[src/rtl/mem_read_pkg.sv]
// rtl/mem_read_pkg.sv - state encoding and default widths for the read master
// Purpose: shared types and constants imported by the read master and its FIFO.
// Ports: none (package).
package mem_read_pkg;

  localparam int DEF_DATAWIDTH       = 32;
  localparam int DEF_BYTEENABLEWIDTH = 4;
  localparam int DEF_ADDRESSWIDTH    = 32;
  localparam int DEF_LENGTHWIDTH     = 32;
  localparam int DEF_FIFODEPTH       = 32;
  localparam int DEF_FIFODEPTH_LOG2  = 5;

  typedef enum logic [1:0] {
    ST_IDLE  = 2'd0,
    ST_READ  = 2'd1,
    ST_DRAIN = 2'd2
  } state_t;

endpackage

[src/rtl/mem_read_master_fifo_if.sv]
// rtl/mem_read_master_fifo_if.sv - Avalon-MM read bus between master and memory slave
// Purpose: bundles the read-request and read-return signals of the bus.
// Ports (modport master): out master_address/master_read/master_byteenable,
//   in master_readdata/master_readdatavalid/master_waitrequest; modport slave mirrors them.
interface mem_read_master_fifo_if
  import mem_read_pkg::*;
#(
  parameter int DATAWIDTH       = DEF_DATAWIDTH,
  parameter int BYTEENABLEWIDTH = DEF_BYTEENABLEWIDTH,
  parameter int ADDRESSWIDTH    = DEF_ADDRESSWIDTH
);

  logic [ADDRESSWIDTH-1:0]    master_address;
  logic                       master_read;
  logic [BYTEENABLEWIDTH-1:0] master_byteenable;
  logic [DATAWIDTH-1:0]       master_readdata;
  logic                       master_readdatavalid;
  logic                       master_waitrequest;

  modport master (
    output master_address,
    output master_read,
    output master_byteenable,
    input  master_readdata,
    input  master_readdatavalid,
    input  master_waitrequest
  );

  modport slave (
    input  master_address,
    input  master_read,
    input  master_byteenable,
    output master_readdata,
    output master_readdatavalid,
    output master_waitrequest
  );

endinterface

[src/rtl/mem_read_fifo.sv]
// rtl/mem_read_fifo.sv - single-clock show-ahead FIFO for returned read words
// Purpose: buffers words; head_data is valid whenever empty=0.
// Ports: clk, reset_n (async, active-low); push/push_data write; pop removes head
//   (ignored when empty); head_data, used (0..depth), empty.
module mem_read_fifo
  import mem_read_pkg::*;
#(
  parameter int DATAWIDTH      = DEF_DATAWIDTH,
  parameter int FIFODEPTH_LOG2 = DEF_FIFODEPTH_LOG2
) (
  input  logic                      clk,
  input  logic                      reset_n,
  input  logic                      push,
  input  logic [DATAWIDTH-1:0]      push_data,
  input  logic                      pop,
  output logic [DATAWIDTH-1:0]      head_data,
  output logic [FIFODEPTH_LOG2:0]   used,
  output logic                      empty
);

  localparam int DEPTH = 1 << FIFODEPTH_LOG2;

  logic [DATAWIDTH-1:0]      mem_q [DEPTH];
  logic [FIFODEPTH_LOG2-1:0] wr_ptr_q, wr_ptr_d;
  logic [FIFODEPTH_LOG2-1:0] rd_ptr_q, rd_ptr_d;
  logic [FIFODEPTH_LOG2:0]   used_q, used_d;
  logic                      pop_eff;

  // Producer never pushes into a full FIFO (credit-throttled upstream).
  always_comb begin
    pop_eff  = pop && (used_q != '0);
    wr_ptr_d = wr_ptr_q;
    rd_ptr_d = rd_ptr_q;
    used_d   = used_q;
    if (push) wr_ptr_d = wr_ptr_q + 1'b1;
    if (pop_eff) rd_ptr_d = rd_ptr_q + 1'b1;
    if (push && !pop_eff) used_d = used_q + 1'b1;
    else if (!push && pop_eff) used_d = used_q - 1'b1;
  end

  always_ff @(posedge clk or negedge reset_n) begin
    if (!reset_n) begin
      wr_ptr_q <= '0;
      rd_ptr_q <= '0;
      used_q   <= '0;
    end else begin
      wr_ptr_q <= wr_ptr_d;
      rd_ptr_q <= rd_ptr_d;
      used_q   <= used_d;
    end
  end

  always_ff @(posedge clk) begin
    if (push) mem_q[wr_ptr_q] <= push_data;
  end

  assign head_data = mem_q[rd_ptr_q];
  assign used      = used_q;
  assign empty     = (used_q == '0);

endmodule

[src/rtl/mem_read_master_fifo.sv]
// rtl/mem_read_master_fifo.sv - pipelined Avalon-MM read master with show-ahead read buffer
// Purpose: on ctl_go reads ctl_read_length bytes from ctl_read_base as pipelined
//   word reads, throttled so outstanding + buffered words never exceed FIFODEPTH.
// Ports: clk, reset_n (async, active-low); ctl_go/ctl_read_base/ctl_read_length in,
//   ctl_done/ctl_early_done out; user_read in, user_data/user_data_available out;
//   m: Avalon-MM read master bus.
module mem_read_master_fifo
  import mem_read_pkg::*;
#(
  parameter int DATAWIDTH       = DEF_DATAWIDTH,
  parameter int BYTEENABLEWIDTH = DEF_BYTEENABLEWIDTH,
  parameter int ADDRESSWIDTH    = DEF_ADDRESSWIDTH,
  parameter int LENGTHWIDTH     = DEF_LENGTHWIDTH,
  parameter int FIFODEPTH       = DEF_FIFODEPTH,
  parameter int FIFODEPTH_LOG2  = DEF_FIFODEPTH_LOG2
) (
  input  logic                     clk,
  input  logic                     reset_n,
  input  logic                     ctl_go,
  input  logic [ADDRESSWIDTH-1:0]  ctl_read_base,
  input  logic [LENGTHWIDTH-1:0]   ctl_read_length,
  output logic                     ctl_done,
  output logic                     ctl_early_done,
  input  logic                     user_read,
  output logic [DATAWIDTH-1:0]     user_data,
  output logic                     user_data_available,
  mem_read_master_fifo_if.master   m
);

  localparam int CW = FIFODEPTH_LOG2 + 1;

  state_t                  state_q, state_d;
  logic [ADDRESSWIDTH-1:0] addr_q, addr_d;
  logic [LENGTHWIDTH-1:0]  remaining_q, remaining_d;
  logic [CW-1:0]           pending_q, pending_d;

  logic [CW-1:0] fifo_used;
  logic          fifo_empty;
  logic [CW:0]   credit_sum;
  logic          read_req;
  logic          accept;
  logic          push;

  always_comb begin
    state_d     = state_q;
    addr_d      = addr_q;
    remaining_d = remaining_q;

    // Words in flight plus words buffered may not exceed the FIFO size.
    credit_sum = {1'b0, pending_q} + {1'b0, fifo_used};
    read_req   = (state_q == ST_READ) && (remaining_q != '0) &&
                 (credit_sum < (CW+1)'(FIFODEPTH));
    accept     = read_req && !m.master_waitrequest;
    // Returns with nothing outstanding are leftovers from before a reset.
    push       = m.master_readdatavalid && (pending_q != '0);
    pending_d  = pending_q + CW'(accept) - CW'(push);

    unique case (state_q)
      ST_IDLE: begin
        if (ctl_go && (ctl_read_length != '0)) begin
          state_d     = ST_READ;
          addr_d      = ctl_read_base;
          remaining_d = ctl_read_length;
        end
      end
      ST_READ: begin
        if (accept) begin
          addr_d = addr_q + ADDRESSWIDTH'(BYTEENABLEWIDTH);
          if (remaining_q <= LENGTHWIDTH'(BYTEENABLEWIDTH)) begin
            remaining_d = '0;
            state_d     = ST_DRAIN;
          end else begin
            remaining_d = remaining_q - LENGTHWIDTH'(BYTEENABLEWIDTH);
          end
        end
      end
      ST_DRAIN: begin
        if (pending_d == '0) state_d = ST_IDLE;
      end
      default: state_d = ST_IDLE;
    endcase
  end

  always_ff @(posedge clk or negedge reset_n) begin
    if (!reset_n) begin
      state_q     <= ST_IDLE;
      addr_q      <= '0;
      remaining_q <= '0;
      pending_q   <= '0;
    end else begin
      state_q     <= state_d;
      addr_q      <= addr_d;
      remaining_q <= remaining_d;
      pending_q   <= pending_d;
    end
  end

  mem_read_fifo #(
    .DATAWIDTH      (DATAWIDTH),
    .FIFODEPTH_LOG2 (FIFODEPTH_LOG2)
  ) u_fifo (
    .clk       (clk),
    .reset_n   (reset_n),
    .push      (push),
    .push_data (m.master_readdata),
    .pop       (user_read),
    .head_data (user_data),
    .used      (fifo_used),
    .empty     (fifo_empty)
  );

  assign m.master_address     = addr_q;
  assign m.master_read        = read_req;
  assign m.master_byteenable  = '1;
  assign ctl_done             = (state_q == ST_IDLE);
  assign ctl_early_done       = (state_q != ST_READ);
  assign user_data_available  = !fifo_empty;

endmodule
[src/flat_wrapper.sv]
// flat-port wrapper written by rule: the top's interface ports become plain ports
module mem_read_master_fifo_flat import mem_read_pkg::*;
#(
  parameter int DATAWIDTH       = DEF_DATAWIDTH,
  parameter int BYTEENABLEWIDTH = DEF_BYTEENABLEWIDTH,
  parameter int ADDRESSWIDTH    = DEF_ADDRESSWIDTH,
  parameter int LENGTHWIDTH     = DEF_LENGTHWIDTH,
  parameter int FIFODEPTH       = DEF_FIFODEPTH,
  parameter int FIFODEPTH_LOG2  = DEF_FIFODEPTH_LOG2
)
  (clk, reset_n, ctl_go, ctl_read_base, ctl_read_length, ctl_done, ctl_early_done, user_read, user_data, user_data_available, m_master_address, m_master_read, m_master_byteenable, m_master_readdata, m_master_readdatavalid, m_master_waitrequest);
  mem_read_master_fifo_if #(.DATAWIDTH(DATAWIDTH), .BYTEENABLEWIDTH(BYTEENABLEWIDTH), .ADDRESSWIDTH(ADDRESSWIDTH)) m_i ();
  input  logic clk;
  input  logic reset_n;
  input  logic ctl_go;
  input  logic [ADDRESSWIDTH-1:0] ctl_read_base;
  input  logic [LENGTHWIDTH-1:0] ctl_read_length;
  output logic ctl_done;
  output logic ctl_early_done;
  input  logic user_read;
  output logic [DATAWIDTH-1:0] user_data;
  output logic user_data_available;
  output wire logic [$bits(m_i.master_address)-1:0] m_master_address;
  output wire logic [$bits(m_i.master_read)-1:0] m_master_read;
  output wire logic [$bits(m_i.master_byteenable)-1:0] m_master_byteenable;
  input wire logic [$bits(m_i.master_readdata)-1:0] m_master_readdata;
  input wire logic [$bits(m_i.master_readdatavalid)-1:0] m_master_readdatavalid;
  input wire logic [$bits(m_i.master_waitrequest)-1:0] m_master_waitrequest;
  assign m_master_address = m_i.master_address;
  assign m_master_read = m_i.master_read;
  assign m_master_byteenable = m_i.master_byteenable;
  assign m_i.master_readdata = m_master_readdata;
  assign m_i.master_readdatavalid = m_master_readdatavalid;
  assign m_i.master_waitrequest = m_master_waitrequest;
  mem_read_master_fifo #(.DATAWIDTH(DATAWIDTH), .BYTEENABLEWIDTH(BYTEENABLEWIDTH), .ADDRESSWIDTH(ADDRESSWIDTH), .LENGTHWIDTH(LENGTHWIDTH), .FIFODEPTH(FIFODEPTH), .FIFODEPTH_LOG2(FIFODEPTH_LOG2)) u_core (.clk(clk), .reset_n(reset_n), .ctl_go(ctl_go), .ctl_read_base(ctl_read_base), .ctl_read_length(ctl_read_length), .ctl_done(ctl_done), .ctl_early_done(ctl_early_done), .user_read(user_read), .user_data(user_data), .user_data_available(user_data_available), .m(m_i));
endmodule
[config.mk]
export PLATFORM = sky130hd
export DESIGN_NAME = mem_read_master_fifo_flat
export DESIGN_NICKNAME = d
export VERILOG_FILES = /design/src/rtl/mem_read_pkg.sv /design/src/rtl/mem_read_master_fifo_if.sv /design/src/rtl/mem_read_fifo.sv /design/src/rtl/mem_read_master_fifo.sv /design/src/flat_wrapper.sv
export SDC_FILE = /design/constraint.sdc
export NUM_CORES = 1
export LEC_CHECK = 0
export BUFFER_PORTS_ARGS = -buffer_cell sky130_fd_sc_hd__buf_2
export CORE_AREA = 2 2 288 290
export CTS_BUF_LIST = sky130_fd_sc_hd__clkbuf_8
export DETAILED_ROUTE_END_ITERATION = 8
export DIE_AREA = 0 0 290 292
export HOLD_SLACK_MARGIN = 0.15
export PLACE_DENSITY = 0.72
export SLEW_MARGIN = 10
export SYNTH_ARGS = -nofsm -noshare
export SYNTH_HDL_FRONTEND = slang
export SYNTH_SLANG_ARGS = --single-unit
[constraint.sdc]
create_clock -name clk -period 5.23 [get_ports clk]
set_clock_uncertainty 0.2 [all_clocks]
set_input_delay 0.2615 -clock clk [delete_from_list [all_inputs] [get_ports clk]]
set_output_delay 0.2615 -clock clk [all_outputs]
set_load 0.05 [all_outputs]
# Word-level counts from Yosys, hierarchy flattened
# Memories as Yosys holds them, arrays and structs flattened.
# Index checks and enable logic that the tools add are counted.
# word_totals
reg_bits	88
mem_bits_rw	1024
in_bits	102
output_inout_bits	72
mem_count	1
# mem_list
memory	depth	word_bits	read_ports	rd_ports_with_merged_regs	wr	line	text
u_core.u_fifo.mem_q	32	32	1	0	1	mem_read_fifo.sv:23	logic [DATAWIDTH-1:0] mem_q [DEPTH];
# classes
addsub	9
order_cmp	2
n_eq_ne	7
mux	16
reduce_logical	23
# ops
cell	n
$mux W32	5
$pmux W32 S2	2
$reduce_bool A32 Y1	2
$add A32 B3 Y32 const B	1
$le A32 B3 Y1 const B	1
$sub A32 B3 Y32 const B	1
$logic_not A6 Y1	2
$mux W6	2
$reduce_bool A6 Y1	2
$add A5 B1 Y5 const B	2
$logic_and A1 B1 Y1	8
$mux W2	4
$ne A2 B1 Y1 const B	4
$add A6 B6 Y7	1
$lt A7 B6 Y1 const B	1
$add A6 B1 Y6	1
$add A6 B1 Y6 const B	1
$pmux W2 S3	1
$sub A6 B1 Y6	1
$sub A6 B1 Y6 const B	1
$logic_not A1 Y1	4
$reduce_and A4 Y1	1
$reduce_bool A2 Y1	2
$reduce_and A3 Y1	1
other kinds (5)	6

# Longest topological paths before layout
# depth
ltp_word	9
ltp_mapped	15
depth_no_buf	14

# By module
# Synthesis repeated with hierarchy kept, for this count alone.
# unflattened
hier_cells	2379
area_unflattened_um2	44547.7
# modules_own_cells
module	instances	cells_per_inst	area_per_inst_um2	seq_area_each_um2
mem_read_fifo	1	1803	39760.6	31149.9
mem_read_master_fifo	1	576	4787.1	1801.7

# Worst setup path before layout
# OpenSTA, ideal clock, no wires.
# synth_timing
kind	register -> register
start	reg u_core.remaining_q[17]
end	reg u_core.state_q[1]
setup_ns	0.133
arrival_ns	3.809
slack_ns	1.088
path_stages_with_launch	14
path_buffers	1
synth_period_minus_slack_ns	4.142
path_cell_list	dfrtp_1 or4_4 nor4b_1 nand4_1 and3_1 clkbuf_1 ha_1 fa_1 a21oi_1 o21ai_0 xor2_1 or4_1 o311ai_0 nand2_1
# synth_via
elab_chain_len	9
elab_cells_between_ends	12
# synth_lines
element	line	text
start: declaration	mem_read_master_fifo.sv:34	logic [LENGTHWIDTH-1:0] remaining_q, remaining_d;
start signal: assignment	mem_read_master_fifo.sv:93	remaining_q <= remaining_d;
$reduce_bool A32 Y1	mem_read_master_fifo.sv:51	read_req = (state_q == ST_READ) && (remaining_q != '0) &&
$logic_and A1 B1 Y1 (2 in a row)	mem_read_master_fifo.sv:51	
$logic_and A1 B1 Y1	mem_read_master_fifo.sv:53	accept = read_req && !m.master_waitrequest;
$add A6 B1 Y6	mem_read_master_fifo.sv:56	pending_d = pending_q + CW'(accept) - CW'(push);
$sub A6 B1 Y6	mem_read_master_fifo.sv:56	
net u_core.pending_d[4]	mem_read_master_fifo.sv:35	logic [CW-1:0] pending_q, pending_d;
$logic_not A6 Y1	mem_read_master_fifo.sv:78	if (pending_d == '0) state_d = ST_IDLE;
$ne A2 B1 Y1 (no line)	-	
$reduce_and A4 Y1 (no line)	-	
end signal: assignment	mem_read_master_fifo.sv:91	state_q <= state_d;
end: declaration	mem_read_master_fifo.sv:32	state_t state_q, state_d;
# The timed path passes the listed nets, and every way through them passes these cells.
# A chain may end at the register's enable or synchronous reset.

# Worst setup path in the final report
# layout_timing
start	reg u_core.remaining_q[22]
end	reg u_core.state_q[1]
# Same word-level chain as after synthesis.

==> results.toml <==
[drt]
route.vias.total = 24400
final_antenna_net_count = 0
post_drt_via_cell_ratio = 6.33
dr.first_iter.drc_count = 2691
drc = 0
wire_per_inst_um = 27.8
finalWirelength_mm = 107
drt-pass1-iter-count = 8

[clocking]
hold_buffers = 202
ctsResizeCount = 0
clock_sinks = 1112
cts.path.max_buffers = 3
cts-root-buf = "clkbuf_8"
clkTransAtPathRegs_ns = 0.08
post_cts_buffers = 0
htree_levels = 4
cts_buffers = 171
clock_latency_ns = 0.83
cts_tree = "done"

[placement]
hpwl_mm = 58.4
place_inst = 3338
postPlaceCellArea_mm2 = 0.0471
portBuffers = 169
globalplace.congestion = 0.929

[floorplan]
initial_core_util_pct = 54.4
die_x_um = 290
fp.dieH_um = 292
ios = 174
die-area_mm2 = 0.0847
num_rows = 105
core_area_mm2 = 0.0816

[final_layout]
final_cell_mix = "1024 x edfxtp_1, 320 x mux4_2, 201 x dlygate4sd3_1"
design_area_mm2 = 0.0523
fill_cells = 5272
drive_above_1_share_pct = 30.5
final_nets = 2774
layout_commonest_cell = "edfxtp_1"
area_growth_syn_to_layout_pct = 17.8
layoutNonFillerInstCount = 3846
utilization_pct = 64.1

[pwr]
clkPwrFrac_pct = 25.5
power_frac_seq_pct = 41.9
power_frac_comb_pct = 32.6
switching_share_pct = 33.5
p_sw_mw = 8.83
p_int_mw = 17.5
power_density_mw_per_mm2 = 504
cellLeakagePower_nw = 17.5
peakVddDrop_uv = 497

[flow_run]
drv_cap = 0

[timing]
worst_pin_slew_ns = 1.21
tns_ns = 0
clock.fmax_mhz = 220
rsz0062_at_grt = "false"
hold_viol_final = 0
finalMaxSlewViolations = 0
timing.final.crit_share_pct = 86.8
setup_violations = 0
slew_headroom_pct = 18.7
finalCriticalPeriod_ns = 4.54

[synthesis]
post_synth_mux_area_share_pct = 17.1
synth_edf_count = 1024
synth_compound_area_share_pct = 3.03
synth-seq-cells = 1112
synth_area_mm2 = 0.0444
synth-warning-count = 0
syn_area_per_cell_um2 = 20.6
yosysTopAreaCell = "edfxtp_1"
synthSimpleGateAreaFrac_pct = 3.08
synth_cells = 2153
synth_cell_types = 68
synth_top_cell_area_share_pct = 69.3
synth_area_leaders = "edfxtp_1 69%, mux4_2 16%, dfrtp_1 5.0%, nor2_1 0.90%, mux2_2 0.84%"
synth_flop_cell = "edfxtp_1"
ys_seq_area_share_pct = 74.3
synthArstFlopShare_pct = 7.91
synth_xor_xnor_area_share_pct = 0.336
synthAdderAreaFrac_pct = 0.852
synth_top_family_by_area = "multiplexers"

[critical_path]
critical_path.max_stage_delay_ns = 0.64
cp_max_fo = 6
cp.arrival_ns = 5.05
cp_top_family = "simple AND/OR/NAND/NOR gates"
endpoint_kind = "flop"
path_cells = "nor4_1 > nor4b_1 > buf_4 > nand4_1 > and3_1 > ha_1 > fa_1 > a21oi_1 > o21ai_0 > xor2_1 > or4_1 > o311ai_0 > nand2_1"
cp_num_buf_inv = 1
start_kind = "flop"
required_ns = 5.74
crit_type = "flop to flop"
cpMaxStageDelayCell = "nor4_1"

[global_route]
first_global_vias = 25700
grt_max_degree = 68
grt_usage_pct = 26.0
overflow = 0
grt_antenna_before_repair = 2
grt_pass1_wl_mm = 162

[outcome]
status = "complete, no violations"

[worst_hold_path]
hold_path_class = "primary input to flop"
## registers in the layout, indices dropped and copies added (netlist names)
signal and cells:
u_core.u_fifo.mem_q 1024, u_core.u_fifo.wr_ptr_q 5, u_core.pending_q 6, u_core.u_fifo.used 6, u_core.state_q 2, u_core.remaining_q 32
u_core.u_fifo.rd_ptr_q 5, u_core.m.master_address 32
## synthesized netlist by cell type, types with 8 or more instances
cell type  number
edfxtp_1     1024
nand3_1        13
xnor2_1        10
mux2_2         33
mux4_2        320
buf_2           9
ha_1           27
nand2_1        62
a31oi_1        10
buf_1          27
a32oi_1        14
inv_1          23
nand4_1        17
nor3_1         19
a22oi_1         8
o21ai_0        65
nor4_1         19
clkbuf_1       76
and3_1          8
or4_1           9
a21oi_1        54
dfrtp_1        88
nor2_1        106
## metrics by stage
step | power [mW] | setup slack [ns] | hold slack, ns
after CTS | 26.6 | 0.788 | 0.194
after detailed placement | 19.8 | 0.791 | 0.0849
after floorplan | 17.2 | 1.09 | -0.234
final | 26.4 | 0.692 | 0.261
after global placement | 19.6 | 0.785 | 0.0718
after global routing | 27.4 | 0.450 | 0.258
## cell type report
cell class              count  area [µm²]  area share, %
diodes                      3        7.51         0.0144
repair buffers            433        3600           6.88
clock buffers             176        2420           4.63
multi-input cells         900       11100           21.3
inverters                  25        93.8          0.179
clock inverters           127         737           1.41
well taps                1070        1340           2.56
flip-flops and latches   1112       33000           63.1
## path summary, 6_finish.rpt
kind,start,to,slack (ns),depth (start not counted)
max,u_core.remaining_q[22]$_DFFE_PN0P_,u_core.state_q[1]$_DFFE_PN0P_,0.69,13
min,user_read,u_core.u_fifo.rd_ptr_q[1]$_DFFE_PN0P_,0.26,5
max reg2reg,u_core.remaining_q[22]$_DFFE_PN0P_,u_core.state_q[1]$_DFFE_PN0P_,0.69,13
min reg2reg,u_core.remaining_q[15]$_DFFE_PN0P_,u_core.remaining_q[15]$_DFFE_PN0P_,0.31,2
max in group asynchronous,reset_n,u_core.u_fifo.rd_ptr_q[4]$_DFFE_PN0P_,3.79,4
min in group asynchronous,reset_n,u_core.m.master_address[14]$_DFFE_PN0P_,0.33,4
## worst reg2reg max path, stage by stage (launching register included)
cell	delay [ns]
dfrtp_1	0.45
nor4_1	0.64
nor4b_1	0.32
buf_4	0.19
nand4_1	0.28
and3_1	0.38
ha_1	0.28
fa_1	0.44
a21oi_1	0.15
o21ai_0	0.10
xor2_1	0.17
or4_1	0.47
o311ai_0	0.29
nand2_1	0.08
## power groups by stage
stage / registers (mW) / clock network, mW / logic [mW]
final: 11.0 / 6.71 / 8.60
after floorplan: 10.8 / 0 / 6.36
after global placement: 11.2 / 0 / 8.44
after global routing: 11.1 / 7.22 / 9.10
after detailed placement: 11.2 / 0 / 8.53
after CTS: 11.0 / 6.83 / 8.69
## routing by layer
| metal | vias to the layer above | track usage, % | wire [µm] |
|---|---|---|---|
| li1 | 10000 | - | - |
| met2 | 1372 | 42.3 | 53500 |
| met3 | 333 | 5.71 | 8140 |
| met4 | 0 | 9.92 | 3730 |
| met5 | - | 0 | 0 |
| met1 | 12600 | 34.9 | 41700 |
## cell families after synthesis
| family | after synthesis |
|---|---|
| fa+ha+maj | 29 |
| buf+inv | 144 |
| simple gates | 283 |
| xor+xnor | 17 |
| other cells | 1 |
| flops | 1112 |
| compound gates | 212 |
| mux | 355 |
Power figures use the tool's default switching activity.
